--- src/rtl/interval_sequencer_pkg.sv ---
// Shared definitions for the interval sequencer: FSM state encoding,
// default widths and a small edge-detect helper.
package interval_sequencer_pkg;

    localparam int SEQ_ADDR_W_DEF  = 3;
    localparam int SEQ_DATA_W_DEF  = 6;
    localparam int SEQ_DEPTH_DEF   = 2 ** SEQ_ADDR_W_DEF;
    localparam int SEQ_CLR_CYC_DEF = 2;

    typedef enum logic [2:0] {
        S_IDLE  = 3'd0,
        S_LOAD  = 3'd1,
        S_CLEAR = 3'd2,
        S_RUN   = 3'd3,
        S_NEXT  = 3'd4,
        S_DONE  = 3'd5
    } seq_state_e;

    // Rising edge from the current level and the previous-cycle sample.
    function automatic logic rise_det(input logic cur, input logic prev);
        return cur & ~prev;
    endfunction

endpackage

--- src/rtl/interval_regfile.sv ---
// Interval table: DEPTH x DATA_W, one synchronous write port, one
// asynchronous read port, cleared to zero by the active-low reset.
module interval_regfile #(
    parameter int DEPTH  = 8,
    parameter int ADDR_W = 3,
    parameter int DATA_W = 6
) (
    input  logic              clk,
    input  logic              reset,
    input  logic              wr_en,
    input  logic [ADDR_W-1:0] wr_addr,
    input  logic [DATA_W-1:0] wr_data,
    input  logic [ADDR_W-1:0] rd_addr,
    output logic [DATA_W-1:0] rd_data
);

    logic [DATA_W-1:0] mem [DEPTH];

    // Table storage: cleared on reset, written whenever wr_en is high.
    always_ff @(posedge clk or negedge reset) begin
        if (!reset) begin
            for (int i = 0; i < DEPTH; i++) begin
                mem[i] <= '0;
            end
        end else if (wr_en) begin
            mem[wr_addr] <= wr_data;
        end
    end

    assign rd_data = mem[rd_addr];

endmodule

--- src/rtl/interval_sequencer.sv ---
// Interval sequencer: steps a 6-bit timer through a table of compare values.
// Each phase loads tmr_c, holds the timer in clear for CLR_CYC cycles,
// releases it and waits for a rising edge on tmr_expire.
// Optional build macro: SEQ_LOOP_EN -- wrap from last_idx back to phase 0
// forever (done pulses at each wrap) until abort.
module interval_sequencer
    import interval_sequencer_pkg::*;
#(
    parameter int DEPTH   = SEQ_DEPTH_DEF,
    parameter int ADDR_W  = SEQ_ADDR_W_DEF,
    parameter int DATA_W  = SEQ_DATA_W_DEF,
    parameter int CLR_CYC = SEQ_CLR_CYC_DEF
) (
    input  logic              clk,
    input  logic              reset,
    input  logic              wr_en,
    input  logic [ADDR_W-1:0] wr_addr,
    input  logic [DATA_W-1:0] wr_data,
    input  logic [ADDR_W-1:0] last_idx,
    input  logic              start,
    input  logic              abort,
    input  logic              tmr_expire,
    output logic [DATA_W-1:0] tmr_c,
    output logic              tmr_rst,
    output logic [ADDR_W-1:0] phase,
    output logic              busy,
    output logic              phase_pulse,
    output logic              done
);

    localparam int CNT_W = $clog2(CLR_CYC + 1);

    seq_state_e        state, state_nx;
    logic [ADDR_W-1:0] phase_nx;
    logic [ADDR_W-1:0] last_q, last_nx;
    logic [CNT_W-1:0]  clr_cnt, clr_cnt_nx;
    logic [DATA_W-1:0] tmr_c_nx;
    logic [DATA_W-1:0] tbl_rd;
    logic              done_nx;
    logic              exp_prev;
    logic              exp_rise;

    interval_regfile #(
        .DEPTH  (DEPTH),
        .ADDR_W (ADDR_W),
        .DATA_W (DATA_W)
    ) u_tbl (
        .clk     (clk),
        .reset   (reset),
        .wr_en   (wr_en),
        .wr_addr (wr_addr),
        .wr_data (wr_data),
        .rd_addr (phase),
        .rd_data (tbl_rd)
    );

    // exp_prev follows the live level in every state, so a level that is
    // already high when RUN begins is history, not an edge.
    assign exp_rise = rise_det(tmr_expire, exp_prev);

    // State, phase bookkeeping and registered outputs.
    always_ff @(posedge clk or negedge reset) begin
        if (!reset) begin
            state       <= S_IDLE;
            phase       <= '0;
            last_q      <= '0;
            clr_cnt     <= '0;
            exp_prev    <= 1'b0;
            tmr_c       <= '0;
            tmr_rst     <= 1'b0;
            busy        <= 1'b0;
            phase_pulse <= 1'b0;
            done        <= 1'b0;
        end else begin
            state       <= state_nx;
            phase       <= phase_nx;
            last_q      <= last_nx;
            clr_cnt     <= clr_cnt_nx;
            exp_prev    <= tmr_expire;
            tmr_c       <= tmr_c_nx;
            tmr_rst     <= (state_nx == S_RUN);
            busy        <= (state_nx != S_IDLE);
            phase_pulse <= (state_nx == S_NEXT);
            done        <= done_nx;
        end
    end

    // Next-state logic; abort overrides everything outside IDLE.
    always_comb begin
        state_nx   = state;
        phase_nx   = phase;
        last_nx    = last_q;
        clr_cnt_nx = clr_cnt;
        tmr_c_nx   = tmr_c;
        done_nx    = 1'b0;

        unique case (state)
            S_IDLE: begin
                if (start && !abort) begin
                    state_nx = S_LOAD;
                    phase_nx = '0;
                    last_nx  = last_idx;
                end
            end
            S_LOAD: begin
                // LOAD itself is the first cycle of the clear window.
                tmr_c_nx   = tbl_rd;
                clr_cnt_nx = CNT_W'(1);
                if (tbl_rd == '0) begin
                    state_nx = S_NEXT;
                end else if (CLR_CYC <= 1) begin
                    state_nx = S_RUN;
                end else begin
                    state_nx = S_CLEAR;
                end
            end
            S_CLEAR: begin
                if (clr_cnt >= CNT_W'(CLR_CYC - 1)) begin
                    state_nx = S_RUN;
                end else begin
                    clr_cnt_nx = clr_cnt + 1'b1;
                end
            end
            S_RUN: begin
                if (exp_rise) begin
                    state_nx = S_NEXT;
                end
            end
            S_NEXT: begin
                if (phase == last_q) begin
`ifdef SEQ_LOOP_EN
                    state_nx = S_LOAD;
                    phase_nx = '0;
                    done_nx  = 1'b1;
`else
                    state_nx = S_DONE;
                    done_nx  = 1'b1;
`endif
                end else begin
                    state_nx = S_LOAD;
                    phase_nx = phase + 1'b1;
                end
            end
            S_DONE: begin
                state_nx = S_IDLE;
            end
            default: begin
                state_nx = S_IDLE;
            end
        endcase

        if (abort && (state != S_IDLE)) begin
            state_nx = S_IDLE;
            done_nx  = 1'b0;
        end
    end

endmodule
--- config.mk ---
export PLATFORM = sky130hd
export DESIGN_NAME = interval_sequencer
export DESIGN_NICKNAME = d
export VERILOG_FILES = /design/src/rtl/interval_sequencer_pkg.sv /design/src/rtl/interval_regfile.sv /design/src/rtl/interval_sequencer.sv
export SDC_FILE = /design/constraint.sdc
export NUM_CORES = 1
export LEC_CHECK = 0
export ABC_AREA = 1
export CORE_MARGIN = 5
export CORE_UTILIZATION = 44
export CTS_BUF_LIST = sky130_fd_sc_hd__clkbuf_16
export CTS_CLUSTER_DIAMETER = 150
export DETAILED_ROUTE_END_ITERATION = 12
export PLACE_DENSITY = 0.69
export SYNTH_ARGS = -nofsm -noshare
export SYNTH_HDL_FRONTEND = slang
export SYNTH_HIERARCHICAL = 1
export SYNTH_SLANG_ARGS = --single-unit
export TNS_END_PERCENT = 50
--- constraint.sdc ---
create_clock -name clk -period 1.9 [get_ports clk]
set_clock_uncertainty 0.15 [all_clocks]
set_input_delay 0.38 -clock clk [delete_from_list [all_inputs] [get_ports clk]]
set_output_delay 0.38 -clock clk [all_outputs]
set_load 0.01 [all_outputs]
==> reports/results.ini <==
[placement]
portBuffers=30
place_inst=595
place_hpwl_mm=5.64
dpl_cell_area_um2=3930
gp_congestion=0.902

[synthesis]
yosys-top-cells-area=dfrtp_1, nand2_1, inv_1
ys_seq_area_frac=0.506
synth_top_area_share=0.506
synth_warnings=6
postSynthCellCount=467
ys_seq_elements=70
synth.avg_cell_area_um2=7.42
mappedNetlistArea_um2=3460
ys_types=22
synthesis.nets=487
yosysTopAreaCell=dfrtp_1

[sta]
relSlewSlack=0.715
period_needed_ns=1.84
setup_viol=0
rsz0062_at_grt=true
tightest_slew_ns=0.426
period_share=0.966
hold_viol=0
finalSetupTns_ns=0
drv_slew=0
max_freq_ghz=0.545

[setup_path]
critPathSlowestCell=dfrtp_2
r2r_cells=14
critPathArrivalTime_ns=1.95
cp-end-kind=register
path_cells=clkinv_4 > buf_12 > nand2_1 > nand3_1 > nand2_1 > nand2_1 > nand2_1 > nor2_1 > nand3_1 > nand2_2 > nand2_1 > nand2_1 > nand2_1 > nor2_2
r2r_slack_ns=0.06
cp_max_fo=6
cpPeakStageDelay_ns=0.44
crit-reg2reg-launch=phase[0]
path_class=register to register
cp_common_cell=nand2_1
r2r-end=phase_pulse
start_kind=register
worst_ep_required_time_ns=2.02

[finish]
seqCellArea_um2=1750
syn_to_final_growth_pct=25.9
stdcell_area_um2=4360
nNetsFinal=528
multiInputGateArea_um2=1340
mostFrequentLayoutCells=nand2_1, inv_1, dfrtp_1, o21ai_1, nand3_1
layout_commonest_cell=nand2_1
post-route-util=0.567
drive_gt1_frac=0.113
fillers=731
diodes=0
final_cell_count_no_fill=615

[power_and_ir_drop]
p_leak_nw=2.29
max-vdd-ir-drop_mv=0.485
powerDensity_nw_per_um2=1360
power_w=0.00594

[floorplan]
row_count=32
die_w_um=98.7
core_um2=7690
dieArea_um2=9750
start_util=0.451
die_h_um=98.7
ioPinCount=31

[detailed_routing]
vias=3000
drcViolationCount=0
routedWlPerCell_um=12.9
ant_nets=0
vias_per_cell=4.88
drt_pass1_iterations=4
finalWirelength_mm=7.92
first_iter_violations=180

[global_routing]
grt_pass1_wl_mm=13.4
use_met1=0.229
grt_max_degree=71
top_usage_layer=met2
grt_use_total=0.171
grt_use_met2=0.265
grt-ovfl-total=0
use_met3=0.0311
antenna_found_initial=0
first_global_vias=2926

[flow_run]
cap_violations=0

[clock_network]
cts_sinks=70
postCtsSetupRepairBufs=0
cts-root-buf=clkbuf_16
ctsLongestPathBuffers=2
cts_buffers=9
cts_tree=yes
cts_max_level=3
insertion_delay_ns=0.33
clkTransAtPathRegs_ns=0.06

[worst_hold_path]
min-delay-start=tmr_c[1]
hold_depth=2
hp-class=register to register
min_to=tmr_c[1]

[run_status]
outcome=finished, final reports clean

-- power by group --
group | internal (W) | total, W | switching [W] | leakage [nW]
sequential | 0.00184 | 0.00204 | 0.000202 | 0.884
clock | 0.00127 | 0.00188 | 0.000606 | 0.165
combinational | 0.000869 | 0.00202 | 0.00115 | 1.24
-- through the flow --
stage | worst slack (ns) | hold slack (ns)
final | 0.0643 | 0.339
after global routing | -0.0829 | 0.359
after global placement | 0.0724 | 0.286
after floorplan | 0.00949 | -0.0656
after CTS | 0.0970 | 0.338
after detailed placement | 0.00198 | 0.283
-- worst max path at each step --
stage	startpoint	end	slack (ns)	cells after the start
after floorplan	phase[0]	phase_pulse	0.009	15
after global placement	wr_addr[1]	u_tbl/mem[31]	0.07	6
after detailed placement	wr_addr[1]	u_tbl/mem[31]	0.002	6
after CTS	phase[2]	phase[2]	0.1	1
after global routing	phase[0]	phase_pulse	-0.08	14
final	phase[0]	phase_pulse	0.06	14
-- per-layer routing --
layer | vias to the layer above | wire [µm]
li1 | 1515 | -
met1 | 1395 | 3740
met2 | 72 | 3650
met3 | 18 | 323
met4 | 0 | 199
met5 | - | 0
-- what timing repair did --
| action | in CTS | in global routing |
|---|---|---|
| hold buffers | 1 | 0 |
| gates resized for setup | 2 | 12 |
| setup endpoints to repair | 2 | 3 |
| gates cloned | 0 | 3 |
| pin swaps | 0 | 5 |
| endpoints found under the hold margin | 70 | 0 |
-- critical path, delay by kind of cell (launching register included) --
family / cells / cell delay (ns)
AND/OR/NAND/NOR: 12 / 0.94
flip-flops: 1 / 0.44
buffers and inverters: 2 / 0.22
-- kinds of logic after synthesis --
group,count (synthesis),share of synthesized area
DFF,70,0.506
xor gates and xnor gates,2,0.00506
buffers and inverters,94,0.108
adders and majority gates,2,0.00722
AOI/OAI and AO/OA,59,0.0885
and+or+nand+nor,240,0.285
-- state kept, by name, indices dropped and copies added (netlist names) --
signal,count
exp_prev,1
tmr_c,6
tmr_rst,1
clr_cnt,2
busy,1
phase_pulse,1
u_tbl/mem,48
state,3
last_q,3
done,1
phase,3
-- Yosys cell counts, drive strengths merged --
master    n
a21oi     2
buf      13
clkbuf    2
dfrtp    70
ha        2
inv      79
nand2   182
nand3    34
nand4     1
nor2     21
nor3      2
o21ai    57
xnor2     2
-- final cells by class --
type | instances | area share
sequential | 70 | 0.402
multi-input combinational | 303 | 0.308
timing repair buffer | 44 | 0.111
inverter | 79 | 0.0700
clock buffer | 9 | 0.0517
tap | 102 | 0.0293
clock inverter | 7 | 0.0258
timing repair inverter | 1 | 0.00172
No activity file was read; power rests on OpenSTA's default activity.
